==> src/rtl/sigdel_pkg.sv <==
// Shared definitions for the sigdel serial link: ADC word width, default bit
// period and the receiver state encoding.
package sigdel_pkg;

  localparam int ADC_W            = 12;
  localparam int DEF_CLKS_PER_BIT = 16;

  typedef enum logic [1:0] {
    IDLE  = 2'd0,
    START = 2'd1,
    DATA  = 2'd2,
    STOP  = 2'd3
  } rx_state_t;

endpackage

==> src/rtl/sigdel_ser_rx_sync2.sv <==
// Two-flop synchronizer for the asynchronous serial line; resets to the idle
// (high) level so a reset never looks like a start edge.
module sync2 (
  input  logic clk,
  input  logic rst_n,
  input  logic d,
  output logic q
);

  logic meta;

  always_ff @(posedge clk or negedge rst_n) begin
    if (!rst_n) begin
      meta <= 1'b1;
      q    <= 1'b1;
    end else begin
      meta <= d;
      q    <= meta;
    end
  end

endmodule

==> src/rtl/sigdel_ser_rx.sv <==
// Serial receiver for sigdel ADC frames: start bit, DATA_W bits LSB first,
// stop bit. Mid-bit sampling, held result with ack, framing/overrun flags.
module sigdel_ser_rx
  import sigdel_pkg::*;
#(
  parameter int DATA_W       = ADC_W,
  parameter int CLKS_PER_BIT = DEF_CLKS_PER_BIT
) (
  input  logic              clk,
  input  logic              rst_n,
  input  logic              rx_i,
  input  logic              rd_ack,
  output logic [DATA_W-1:0] data_o,
  output logic              valid_o,
  output logic              ferr_o,
  output logic              ovr_o,
  output logic              busy_o
);

  localparam int CNT_W = $clog2(CLKS_PER_BIT);
  localparam int IDX_W = (DATA_W > 1) ? $clog2(DATA_W) : 1;

  localparam logic [CNT_W-1:0] HALF_LAST = CNT_W'(CLKS_PER_BIT / 2 - 1);
  localparam logic [CNT_W-1:0] BIT_LAST  = CNT_W'(CLKS_PER_BIT - 1);
  localparam logic [IDX_W-1:0] IDX_LAST  = IDX_W'(DATA_W - 1);

  rx_state_t         state;
  logic [CNT_W-1:0]  cnt;
  logic [IDX_W-1:0]  idx;
  logic [DATA_W-1:0] shreg;
  logic              rx_s;
  logic              rx_prev;
  logic              fall;

  sync2 u_sync2 (
    .clk   (clk),
    .rst_n (rst_n),
    .d     (rx_i),
    .q     (rx_s)
  );

  assign fall = rx_prev & ~rx_s;

  // Completion is written after the ack clear so a coinciding good stop
  // sample wins: the new word is marked valid and overrun stays clear.
  always_ff @(posedge clk or negedge rst_n) begin
    if (!rst_n) begin
      state   <= IDLE;
      cnt     <= '0;
      idx     <= '0;
      shreg   <= '0;
      rx_prev <= 1'b1;
      data_o  <= '0;
      valid_o <= 1'b0;
      ferr_o  <= 1'b0;
      ovr_o   <= 1'b0;
      busy_o  <= 1'b0;
    end else begin
      rx_prev <= rx_s;
      ferr_o  <= 1'b0;

      if (rd_ack && valid_o) begin
        valid_o <= 1'b0;
        ovr_o   <= 1'b0;
      end

      case (state)
        IDLE: begin
          if (fall) begin
            state  <= START;
            cnt    <= '0;
            busy_o <= 1'b1;
          end
        end

        START: begin
          if (cnt == HALF_LAST) begin
            cnt <= '0;
            if (!rx_s) begin
              state <= DATA;
              idx   <= '0;
            end else begin
              state  <= IDLE;
              busy_o <= 1'b0;
            end
          end else begin
            cnt <= cnt + CNT_W'(1);
          end
        end

        DATA: begin
          if (cnt == BIT_LAST) begin
            shreg[idx] <= rx_s;
            cnt        <= '0;
            if (idx == IDX_LAST) begin
              state <= STOP;
            end else begin
              idx <= idx + IDX_W'(1);
            end
          end else begin
            cnt <= cnt + CNT_W'(1);
          end
        end

        STOP: begin
          if (cnt == BIT_LAST) begin
            state  <= IDLE;
            cnt    <= '0;
            busy_o <= 1'b0;
            if (rx_s) begin
              data_o  <= shreg;
              valid_o <= 1'b1;
              if (valid_o && !rd_ack) begin
                ovr_o <= 1'b1;
              end
            end else begin
              ferr_o <= 1'b1;
            end
          end else begin
            cnt <= cnt + CNT_W'(1);
          end
        end

        default: begin
          state  <= IDLE;
          busy_o <= 1'b0;
        end
      endcase
    end
  end

endmodule

==> config.mk <==
export PLATFORM = sky130hd
export DESIGN_NAME = sigdel_ser_rx
export DESIGN_NICKNAME = d
export VERILOG_FILES = /design/src/rtl/sigdel_pkg.sv /design/src/rtl/sigdel_ser_rx_sync2.sv /design/src/rtl/sigdel_ser_rx.sv
export SDC_FILE = /design/constraint.sdc
export NUM_CORES = 1
export LEC_CHECK = 0
export CORE_MARGIN = 3
export CORE_UTILIZATION = 23
export DETAILED_ROUTE_END_ITERATION = 6
export HOLD_SLACK_MARGIN = 0.02
export PLACE_DENSITY_LB_ADDON = 0.08
export SLEW_MARGIN = 20
export SYNTH_ARGS = -nofsm -noshare
export SYNTH_HDL_FRONTEND = slang
export SYNTH_HIERARCHICAL = 1
export SYNTH_SLANG_ARGS = --single-unit
export TNS_END_PERCENT = 30
==> constraint.sdc <==
create_clock -name clk -period 1.7 [get_ports clk]
set_clock_uncertainty 0.1 [all_clocks]
set_input_delay 0.425 -clock clk [delete_from_list [all_inputs] [get_ports clk]]
set_output_delay 0.425 -clock clk [all_outputs]
set_load 0.02 [all_outputs]
# Word-level counts from Yosys, hierarchy flattened
# Index checks and enable logic that the tools add are counted.
[word_totals]
elab_cells = 81
regBits = 41
output_inout_bits = 16
in_bits = 4
[classes]
reduce_logical = 13
bitwise = 2
eq_ne = 14
n_addsub = 2
muxes = 36
order_cmp = 2
[ops]
columns = ["op", "n"]
rows = [
  ["2-to-1 mux 4 bit", 7],
  ["2-to-1 mux 1 bit", 17],
  ["AND reduction 5 bit", 3],
  ["!= test 2 bit, second input constant", 7],
  ["bitwise mux 12 bit", 1],
  ["2-to-1 mux 2 bit", 6],
  ["one-hot mux 4 bit (3 select lines)", 1],
  ["adder 4 x 1 -> 4 bit, second input constant", 2],
  ["equality test 4 bit, second input constant", 2],
  ["one-hot mux 2 bit (4 select lines)", 1],
  ["one-hot mux 4 bit (2 select lines)", 1],
  ["less-than comparator 4 x 5 -> 1 bit, second input constant", 1],
  ["demux 1 bit (select 4 bit)", 1],
  ["equality test 2 bit, second input constant", 2],
  ["equality test 4 x 3 -> 1 bit, second input constant", 1],
  ["greater-or-equal comparator 4 x 1 -> 1 bit, second input constant", 1],
  ["logical AND 1 bit", 3],
  ["one-hot mux 1 bit (3 select lines)", 1],
  ["AND reduction 3 bit", 1],
  ["nonzero test 3 bit", 1],
  ["equality test 2 x 1 -> 1 bit, second input constant", 1],
  ["zero test 2 bit", 1],
  ["!= test 2 x 1 -> 1 bit, second input constant", 1],
  ["AND reduction 2 bit", 1],
  ["5 further kinds", 5],
]

# Logic depth before layout (Yosys ltp)
[depth]
depth_word = 6
depth_mapped = 6
mapped_depth_nobuf = 4

# Hierarchy
# The synthesis kept the hierarchy.
[by_module_without_submodules]
columns = ["mod", "cells_per_inst", "area_each_um2", "n_inst", "seq_area_each_um2"]
rows = [
  ["sigdel_ser_rx", 158, 1958.1, 1, 977.2],
  ["sync2", 2, 52.6, 1, 52.6],
]

# Worst setup path before layout
# Ideal clock, no wire load.
[synth_path]
kind = "register -> register"
startpoint = "register cnt[0]"
endpoint = "register data_o[0]"
period_less_slack_ns = 1.782
setup_ns = 0.125
n_path_buf = 2
required_ns = 1.475
path_slack_ns = -0.082
stages_incl_launch_ff = 7
t_arrival_ns = 1.557
path_cell_list = "dfrtp_1 -> ha_1 -> and3_1 -> buf_4 -> and2_4 -> buf_6 -> mux2_4"
[synth_between]
elab_chain_cells = 2
[synth_rtl]
columns = ["item", "line_no", "rtl"]
rows = [
  ["from (decl)", "sigdel_ser_rx.sv:28", "logic [CNT_W-1:0] cnt;"],
  ["from (signal assigned)", "sigdel_ser_rx.sv:87", "cnt <= cnt + CNT_W'(1);"],
  ["from (signal assigned)", "sigdel_ser_rx.sv:101", "cnt <= cnt + CNT_W'(1);"],
  ["from (signal assigned)", "sigdel_ser_rx.sv:120", "cnt <= cnt + CNT_W'(1);"],
  ["equality test 4 bit", "sigdel_ser_rx.sv:106", "if (cnt == BIT_LAST) begin"],
  ["AND reduction 3 bit (no source line)", "-", ""],
  ["to (signal assigned)", "sigdel_ser_rx.sv:111", "data_o <= shreg;"],
  ["to (decl)", "sigdel_ser_rx.sv:13", "output logic [DATA_W-1:0] data_o,"],
]
# No other way between the ends.
# A chain may end at the register's enable or synchronous reset.

# Worst setup path after layout
[layout_path]
startpoint = "register cnt[1]"
endpoint = "register shreg[6]"
[layout_between]
elab_chain_cells = 2
[layout_rtl]
columns = ["item", "line_no", "rtl"]
rows = [
  ["equality test 4 bit", "sigdel_ser_rx.sv:92", "if (cnt == BIT_LAST) begin"],
  ["AND reduction 2 bit (no source line)", "-", ""],
  ["to (signal, indexed assignment)", "sigdel_ser_rx.sv:93", "shreg[idx] <= rx_s;"],
  ["to (decl)", "sigdel_ser_rx.sv:30", "logic [DATA_W-1:0] shreg;"],
]
# No other way between the ends.

==> run_results.csv <==
group,metric,value,unit
status,status,"finished, final reports clean",
die,die_h,99.50,um
logic_synthesis,yosys-top-cells-count,"38 x dfrtp_1, 15 x mux2_1, 14 x nand3_1",
sta,worst_pin_slew,0.4254,ns
power,power_density,1124,nW/um2
logic_synthesis,ys_seq_elements,41,
drt,first_pass_iters,4,
clock_network,cts_sinks,41,
die,die_area,9900,um2
setup_path,critical_path_peak_fanout,6,
logic_synthesis,yosys.area.top_type,"dfrtp_1",
drt,drt-total-wl,4616,um
logic_synthesis,synthSimpleGateAreaFrac,15.87,%
power,netSwitchingPower,930.5,uW
logic_synthesis,synthMuxAreaShare,16.12,%
sta,period_share,96.81,%
setup_path,cp.arrival,1.73,ns
logic_synthesis,async_flop_share,100.0,%
min_path,whs_path_depth,0,
global_routing,grt_use_total,9.712,%
setup_path,end_kind,"flip-flop",
layout,syn_to_final_growth,28.06,%
sta,slew_violations,0,
setup_path,crit_path_end,"shreg[6]",
die,core,8341,um2
placement,port_buffers,19,
global_routing,grt_max_degree,21,
sta,hold_violations,0,
layout,n_fill_cell,884,
power,p_total,2.894,mW
power,p_comb_share,31.9,%
global_routing,antenna_found_initial,0,
layout,utilization,30.87,%
sta,max_freq,0.6076,GHz
placement,gp_congestion,0.7496,
logic_synthesis,synth_top_family_by_area,"multiplexers",
clock_network,clockBufferDepth,2,
drt,vias_per_cell,4.503,
logic_synthesis,synth.avg_cell_area,12.57,um2
logic_synthesis,synth_xor_area_share,0.8712,%
sta,min_period,1.646,ns
sta,rsz0062_at_grt,"true",
clock_network,clk_pin_slew,0.08,ns
setup_path,critPathLaunchType,"flip-flop",
logic_synthesis,syn-cell-area,2011,um2
drt,drcViolationCount,0,
layout,diodes,0,
sta,setup_viol,0,
logic_synthesis,synth_most_common_cell,"dfrtp_1",
global_routing,grt_pass1_wl,7610,um
power,p_int,1.963,mW
power,ir_worst_vdd,0.5124,mV
setup_path,critPathRequiredTime,1.78,ns
clock_network,cts_made_buffers,5,
die,start_util,24.11,%
global_routing,grt-ovfl-total,0,
clock_network,htree_levels,2,
layout,layout.nets,206,
power,p_leak,1.252,nW
logic_synthesis,synth_compound_area_share,7.218,%
setup_path,reg2reg_to,"shreg[6]",
power,clkPwrFrac,26.3,%
die,fp.dieW,99.50,um
min_path,holdCritPathClass,"flip-flop to flip-flop",
setup_path,rr_worst_depth,5,
logic_synthesis,synth-edff-count,0,
logic_synthesis,synth_area_leaders,"dfrtp_1 47%, mux2_1 8.4%, mux2_4 6.7%",
setup_path,setup.worst_path.start,"cnt[1]",
sta,slew_headroom,71.64,%
layout,regArea,1031,um2
clock_network,root_buffer,"clkbuf_8",
setup_path,worstSetupPathType,"flip-flop to flip-flop",
logic_synthesis,synthCells,160,
clock_network,tritoncts,"built",
logic_synthesis,synth_nets,169,
placement,dp_hpwl,3251,um
setup_path,reg2reg_from,"cnt[1]",
setup_path,reg2reg_setup_slack,0.05,ns
power,switching_share,32.16,%
logic_synthesis,yosysTopAreaCellShare,47.29,%
drt,antenna_left,0,
clock_network,clkLatencyLatePin,0.29,ns
layout,multi_input_area,910.9,um2
logic_synthesis,yosysWarningCount,6,
run,drv_cap,0,
global_routing,grt_pass1_vias,1479,
logic_synthesis,synth_cell_types,46,
layout,final_layout_size_suffix_gt1_share,27.92,%
die,placement_rows,33,
logic_synthesis,ys_seq_area_share,51.21,%
drt,wire_per_inst,15.28,um
logic_synthesis,synth_ff_type,"dfrtp_1",
sta,fin_tns_setup,0,ns
logic_synthesis,synthAdderAreaFrac,3.111,%
drt,via_count,1360,
power,power_frac_seq,41.8,%
sta,finalWorstSetupSlack,0.05417,ns
drt,drtIter0Drc,69,
die,ios,20,
placement,dp_slack,0.01000,ns
==> worst min-delay path by stage <==
stage                       startpoint         to  slack, ns
after floorplan                  rst_n  async pin       0.03
after global placement    u_sync2/meta  u_sync2/q       0.25
after detailed placement  u_sync2/meta  u_sync2/q       0.25
after CTS                 u_sync2/meta  u_sync2/q       0.26
after global routing      u_sync2/meta  u_sync2/q       0.26
final                     u_sync2/meta  u_sync2/q       0.26
==> repair_timing <==
item,CTS,global route
gates resized for setup,16,6
hold buffers,1,0
setup buffers,0,1
pin swaps,2,3
hold endpoints to repair,11,0
gates cloned,0,2
setup endpoints to repair,18,16
==> cell families (layout without fill, tap and decap cells) <==
group | Yosys count | in the layout
adders and majority gates | 5 | 5
xor gates and xnor gates | 2 | 2
buffers and inverters | 18 | 54
muxes | 26 | 26
and+or+nand+nor | 48 | 49
AOI/OAI and AO/OA | 20 | 20
DFF | 41 | 41
==> power groups by stage <==
stage	combinational [mW]	sequential [mW]	clock (mW)
3_3_place_gp	0.897	1.23	0
3_5_place_dp	0.903	1.23	0
2_1_floorplan	0.620	1.21	0
4_1_cts	0.899	1.21	0.795
6_report	0.922	1.21	0.762
5_1_grt	1.02	1.23	0.830
==> routing by layer <==
metal	global-route usage [%]	wire length (um)	up-vias
li1	-	-	657
met1	12.81	2201	677
met2	15.75	2219	24
met3	2.454	171	2
met4	2.836	24	0
met5	0	0	-
==> sequential cells by signal, indices dropped and copies added (netlist names), 4 cells and up, named ones only <==
signal and cells:
cnt 4, data_o 12, idx 4, shreg 12
==> critical path, stage by stage, from the launching register on <==
cell and delay, ns:
dfrtp_1 0.40, ha_4 0.18, and3_4 0.25, buf_12 0.12, nand4_1 0.14, mux2_4 0.34
==> per-stage QoR <==
stage / cells / cell area [um2] / hold WS (ns)
CTS: 299 / 2516 / 0.2586
global route: 302 / 2575 / 0.2629
finish: 302 / 2575 / 0.2575
global placement: 291 / 2422 / 0.2480
detailed placement: 291 / 2422 / 0.2472
floorplan: 160 / 2037 / 0.02941
==> area by class of cell <==
cell class	instances	area share, %
sequential	41	40.04
multi-input combinational	102	35.37
timing repair buffer	41	14.58
tap	105	5.102
clock buffer	5	2.672
clock inverter	2	1.361
inverter	6	0.8746
==> placed cells by master (no fill, tap or decap), drive strengths merged, types with 3 or more instances in the layout <==
master / count
nand4: 9
ha: 5
dfstp: 3
and2: 3
clkbuf: 6
a21oi: 3
inv: 6
mux2: 24
dfrtp: 38
o221ai: 3
o21ai: 3
nor2b: 3
nand3: 14
dlygate4sd2: 16
buf: 21
No activity file was read; power rests on OpenSTA's default activity.
